===== src/rtl/spi_master_pkg.sv =====
// spi_defs: shared constants for the SPI mode-0 initiator.
//   - 3-bit FSM state encodings (kept as plain localparams for legacy tools)
//   - default frame width / clock divider
//   - mode-0 clock polarity / phase
package spi_defs;

  localparam int DEF_WIDTH  = 8;
  localparam int DEF_CLKDIV = 4;

  // Mode 0: SCLK idles low, data sampled on the rising edge.
  localparam logic CPOL = 1'b0;
  localparam logic CPHA = 1'b0;

  localparam logic [2:0] S_IDLE     = 3'd0;
  localparam logic [2:0] S_LEAD     = 3'd1;
  localparam logic [2:0] S_HIGH     = 3'd2;
  localparam logic [2:0] S_LOW      = 3'd3;
  localparam logic [2:0] S_TRAIL    = 3'd4;
  localparam logic [2:0] S_SELECTED = 3'd5;

endpackage


===== src/rtl/spi_master_clkgen.sv =====
// spi_clkgen: SCLK half-period divider.
//   clk, reset : system clock, synchronous active-high reset
//   enable     : count while high
//   clear      : force the count back to 0 (frame accept)
//   tick       : high for the cycle in which the count sits at CLKDIV-1
module spi_clkgen #(
  parameter int CLKDIV = 4
) (
  input  logic clk,
  input  logic reset,
  input  logic enable,
  input  logic clear,
  output logic tick
);

  localparam int CW = (CLKDIV > 2) ? $clog2(CLKDIV) : 1;
  localparam logic [CW-1:0] LAST = CW'(CLKDIV - 1);

  logic [CW-1:0] r_cnt;
  logic          w_tick;

  assign w_tick = enable && (r_cnt == LAST);
  assign tick   = w_tick;

  always_ff @(posedge clk) begin
    if (reset || clear) begin
      r_cnt <= '0;
    end else if (enable) begin
      r_cnt <= w_tick ? '0 : r_cnt + 1'b1;
    end
  end

endmodule


===== src/rtl/spi_master.sv =====
// spi_master: mode-0 SPI initiator, one WIDTH-bit frame per start, MSB first.
//   clk, reset       : system clock, synchronous active-high reset
//   start            : frame request (only looked at while busy=0)
//   keepSelected     : captured with start; 1 keeps cs low after the frame
//   txData / rxData  : frame out / last frame in (rxData changes only at done)
//   busy, done       : busy from accept until done; done is a 1-cycle pulse
//   sclk, cs, mosi   : SPI pins driven by us; miso sampled on sclk rise
module spi_master
  import spi_defs::*;
#(
  parameter int WIDTH  = DEF_WIDTH,
  parameter int CLKDIV = DEF_CLKDIV
) (
  input  logic             clk,
  input  logic             reset,
  input  logic             start,
  input  logic             keepSelected,
  input  logic [WIDTH-1:0] txData,
  output logic [WIDTH-1:0] rxData,
  output logic             busy,
  output logic             done,
  output logic             sclk,
  output logic             cs,
  output logic             mosi,
  input  logic             miso
);

  localparam int BW = (WIDTH > 2) ? $clog2(WIDTH) : 1;
  localparam logic [BW-1:0] LAST_BIT = BW'(WIDTH - 1);

  logic [2:0]       r_state;
  logic [BW-1:0]    r_bitCount;
  // MSB goes straight to mosi on accept, so only the remaining bits are kept.
  logic [WIDTH-2:0] r_txShift;
  logic [WIDTH-1:0] r_rxShift;
  logic [WIDTH-1:0] r_rxData;
  logic             r_keep, r_busy, r_done, r_sclk, r_cs, r_mosi;

  logic w_tick, w_accept, w_run;

  assign w_accept = start && ((r_state == S_IDLE) || (r_state == S_SELECTED));
  assign w_run    = (r_state == S_LEAD) || (r_state == S_HIGH) ||
                    (r_state == S_LOW)  || (r_state == S_TRAIL);

  spi_clkgen #(.CLKDIV(CLKDIV)) u_clkgen (
    .clk    (clk),
    .reset  (reset),
    .enable (w_run),
    .clear  (w_accept),
    .tick   (w_tick)
  );

  always_ff @(posedge clk) begin
    if (reset) begin
      r_state    <= S_IDLE;
      r_bitCount <= '0;
      r_txShift  <= '0;
      r_rxShift  <= '0;
      r_rxData   <= '0;
      r_keep     <= 1'b0;
      r_busy     <= 1'b0;
      r_done     <= 1'b0;
      r_sclk     <= CPOL;
      r_cs       <= 1'b1;
      r_mosi     <= 1'b0;
    end else begin
      r_done <= 1'b0;
      case (r_state)
        S_IDLE, S_SELECTED: begin
          if (start) begin
            r_txShift  <= txData[WIDTH-2:0];
            r_mosi     <= txData[WIDTH-1];
            r_cs       <= 1'b0;  // already 0 from SELECTED, so no glitch
            r_busy     <= 1'b1;
            r_bitCount <= '0;
            r_keep     <= keepSelected;
            r_state    <= S_LEAD;
          end
        end
        S_LEAD, S_LOW: begin
          if (w_tick) begin
            r_sclk    <= ~CPOL;
            r_rxShift <= {r_rxShift[WIDTH-2:0], miso};
            r_state   <= S_HIGH;
          end
        end
        S_HIGH: begin
          if (w_tick) begin
            r_sclk <= CPOL;
            if (r_bitCount == LAST_BIT) begin
              r_state <= S_TRAIL;
            end else begin
              // Next bit is launched on the falling edge, half a period
              // before the rising edge that samples it.
              r_bitCount <= r_bitCount + 1'b1;
              r_mosi     <= r_txShift[WIDTH-2];
              r_txShift  <= r_txShift << 1;
              r_state    <= S_LOW;
            end
          end
        end
        S_TRAIL: begin
          if (w_tick) begin
            r_done   <= 1'b1;
            r_rxData <= r_rxShift;
            r_busy   <= 1'b0;
            r_mosi   <= 1'b0;
            if (r_keep) begin
              r_state <= S_SELECTED;
            end else begin
              r_cs    <= 1'b1;
              r_state <= S_IDLE;
            end
          end
        end
        default: r_state <= S_IDLE;
      endcase
    end
  end

  assign rxData = r_rxData;
  assign busy   = r_busy;
  assign done   = r_done;
  assign sclk   = r_sclk;
  assign cs     = r_cs;
  assign mosi   = r_mosi;

endmodule


===== config.mk =====
export PLATFORM = sky130hd
export DESIGN_NAME = spi_master
export DESIGN_NICKNAME = d
export VERILOG_FILES = /design/src/rtl/spi_master_pkg.sv /design/src/rtl/spi_master_clkgen.sv /design/src/rtl/spi_master.sv
export SDC_FILE = /design/constraint.sdc
export NUM_CORES = 1
export LEC_CHECK = 0
export ABC_AREA = 0
export CORE_UTILIZATION = 45
export DETAILED_ROUTE_END_ITERATION = 7
export GPL_TIMING_DRIVEN = 0
export PLACE_DENSITY = 0.68
export SYNTH_ARGS = -nofsm -noshare
export SYNTH_HDL_FRONTEND = slang
export SYNTH_HIERARCHICAL = 1
export SYNTH_SLANG_ARGS = --single-unit
export TNS_END_PERCENT = 1

===== constraint.sdc =====
create_clock -name clk -period 2.33 [get_ports clk]
set_input_delay 0.3495 -clock clk [delete_from_list [all_inputs] [get_ports clk]]
set_output_delay 0.3495 -clock clk [all_outputs]
set_load 0.02 [all_outputs]

==> metrics.yaml <==
hold_path.class: "reg2reg"
drive_above_1_share: 0.136
clock_sinks: 37
grt_pass1_wl_mm: 6.71
synth_edf_count: 0
drc: 0
critPathRequiredTime_ns: 2.48
routabilityCongestion: 0.812
async_flop_share: 0
cp-startpoint: "r_state[2]$_SDFFE_PP0P_"
drv_slew: 0
wl_mm: 3.75
dr.first_iter.drc_count: 107
ant_nets: 0
period_needed_ns: 2.14
die_w_um: 63.9
p_total_mw: 1.50
fill_cells: 328
max_clock_freq_ghz: 0.467
critical_path.startpoint_type: "flop"
area_delta_synth_final_pct: 26.7
avgSynthCellArea_um2: 8.54
grt_pass1_vias: 1474
hold_violations: 0
max-slew-margin-rel: 0.662
critPathKind: "reg2reg"
ys_types: 40
r2r_end: "r_rxShift[0]$_SDFFE_PP0P_"
synthFlopType: "dfxtp_1"
insertion_delay_ns: 0.29
intPower_mw: 1.12
rsz0062_at_grt: "no"
worstPathArrival_ns: 2.30
final_cells: 283
critPathMaxStageDelay_ns: 0.30
clk_pin_slew_ns: 0.07
die-area_um2: 4090
yosys.area.top_type: "dfxtp_1"
cpMostUsedCell: "clkbuf_4"
ys_seq_area_frac: 0.429
fin_worst_skew_ns: 0.00770
seqPwrFrac: 0.456
grt_overflow_total: 0
hpwl_mm: 2.59
p_leak_nw: 0.761
yosys_warnings: 6
wl_per_cell_um: 13.3
yosysMostFrequentCell: "dfxtp_1"
synth_fp_nets: 218
rows: 22
synthCells: 202
cp-end-kind: "flop"
cts_buffers: 5
worst-path-stages: 10
grt_use_total: 0.212
reg2reg_depth: 10
worst_path_max_delay_cell: "dfxtp_1"
path_buf_inv: 4
root_buffer: "clkbuf_8"
h-tree-depth: 2
ys_ff_latch: 37
p_per_area_nw_per_um2: 684
whs_ns: 0.455
synth_top_area_share: 0.429
crit_family: "buffers and inverters"
syn_area_um2: 1730
cp_cell_sequence: "buf_4, clkbuf_4, xnor2_2, and2_4, clkbuf_4, nor2b_1, clkbuf_4, nand2_2, nand2_1, a21oi_1"
initial_core_util: 0.471
endpoint: "r_rxShift[0]$_SDFFE_PP0P_"
core_area_um2: 3660
netlist_top_cells_area: "dfxtp_1 (43%), nand2_1 (7.4%), a21oi_1 (6.7%)"
swShare: 0.248
p_sw_uw: 371
vdd_drop_max_mv: 0.440
firstDrtPassIters: 4
rrSetupSlack_ns: 0.19
status: "complete, no violations"
max_cap_viol_count: 0
placed_cells: 275
clockBufferDepth: 2
worst_pin_slew_ns: 0.507
viasPerCell: 5.35
grt_max_degree: 12
die_h_um: 63.9
antenna_found_initial: 0
finalCritPeriodShare: 0.920
power.share.clock: 0.381
diodes: 0
setup_viol: 0
post_cts_buffers: 0
final_nets: 250
share_comb_of_total_power: 0.163
synth_common_cells: "dfxtp_1 (37), nand2_1 (34), a21oi_1 (23)"
ios: 26
cts_tree: "done"
vias: 1514
io_buffer_count: 25
worstReg2RegStart: "r_state[2]$_SDFFE_PP0P_"
cp_max_fo: 10
==> power groups by stage <==
stage,clock network [mW],logic (mW),registers (mW)
floorplan,0,0.156,0.702
global placement,0,0.232,0.696
detailed placement,0,0.234,0.697
CTS,0.581,0.240,0.682
global route,0.616,0.271,0.686
finish,0.570,0.244,0.682
==> metal layers <==
layer | vias up | track usage | share of wire
li1 | 784 | - | -
met1 | 696 | 0.299 | 0.51
met2 | 31 | 0.314 | 0.45
met3 | 3 | 0.0500 | 0.037
met4 | 0 | 0.0710 | 0.0075
met5 | - | 0 | 0
==> cell type report <==
| type | instances | area (um2) | share of cell area |
|---|---|---|---|
| Multi-Input combinational cell | 146 | 918 | 0.420 |
| Tap cell | 48 | 60.1 | 0.0275 |
| Clock buffer | 7 | 86.3 | 0.0395 |
| Timing Repair Buffer | 25 | 250 | 0.114 |
| Sequential cell | 37 | 741 | 0.339 |
| Clock inverter | 1 | 30.0 | 0.0137 |
| Inverter | 4 | 15.0 | 0.00687 |
| Buffer | 15 | 85.1 | 0.0389 |
==> metrics by stage <==
stage / utilization / TNS (ns) / instance area (um2) / setup WS, ns
floorplan: - / 0 / 1730 / 0.275
global placement: 0.556 / -0.664 / 2040 / -0.0852
detailed placement: 0.556 / -0.851 / 2040 / -0.101
CTS: 0.591 / 0 / 2160 / 0.00768
global route: 0.597 / 0 / 2190 / 0.00820
finish: 0.597 / 0 / 2190 / 0.187
==> sequential cells by signal, summed over array words and instances, names as in the netlist <==
signal	flops
busy	1
cs	1
done	1
mosi	1
r_bitCount	3
r_keep	1
r_rxShift	8
r_state	3
r_txShift	7
rxData	8
sclk	1
u_clkgen/r_cnt	2
==> cells in the final DEF (no fill, tap or decap), types with 4 or more instances in the layout <==
cell              n
buf_4             4
nand3_1          13
nor2_1            4
clkbuf_8          6
clkbuf_1          7
a221oi_2          6
clkdlybuf4s50_1  25
nand2_1          33
dfxtp_1          37
nand2b_1          4
nor2b_1           5
a21oi_1          23
nor3_1           18
==> logic make-up (layout without fill, tap and decap cells) <==
logic type,Yosys count,count (layout),share of synthesized area
buffers and inverters,19,52,0.0537
adder cells (fa/ha/maj),3,3,0.0218
multiplexers,4,4,0.0239
flip-flops,37,37,0.429
AND/OR/NAND/NOR,92,92,0.270
AO/OA/AOI/OAI,45,45,0.191
XOR/XNOR,2,2,0.0102
==> how the worst min path moves through the flow <==
stage	end	startpoint	slack (ns)	cells after the start
2_1_floorplan	u_clkgen/r_cnt[0]$_SDFFE_PP0P_	reset	0.41	1
3_5_place_dp	rxData[4]$_SDFFE_PP0P_	rxData[4]$_SDFFE_PP0P_	0.45	2
6_report	rxData[5]$_SDFFE_PP0P_	rxData[5]$_SDFFE_PP0P_	0.45	2
4_1_cts	rxData[4]$_SDFFE_PP0P_	rxData[4]$_SDFFE_PP0P_	0.46	2
5_1_grt	rxData[5]$_SDFFE_PP0P_	rxData[5]$_SDFFE_PP0P_	0.48	2
3_3_place_gp	rxData[3]$_SDFFE_PP0P_	rxData[3]$_SDFFE_PP0P_	0.44	2
==> what timing repair did <==
action / 4_1_cts / 5_1_grt
gates resized for setup: 2 / 7
gates cloned: 0 / 0
setup endpoints to repair: 17 / 19
hold buffers: 0 / 0
pin swaps: 0 / 0
==> worst min-delay path: cells and delay by family, from the launching register on <==
family          cells  cell delay, ns
flops               1            0.31
simple gates        1            0.05
compound gates      1            0.05
Power figures use the tool's default switching activity.
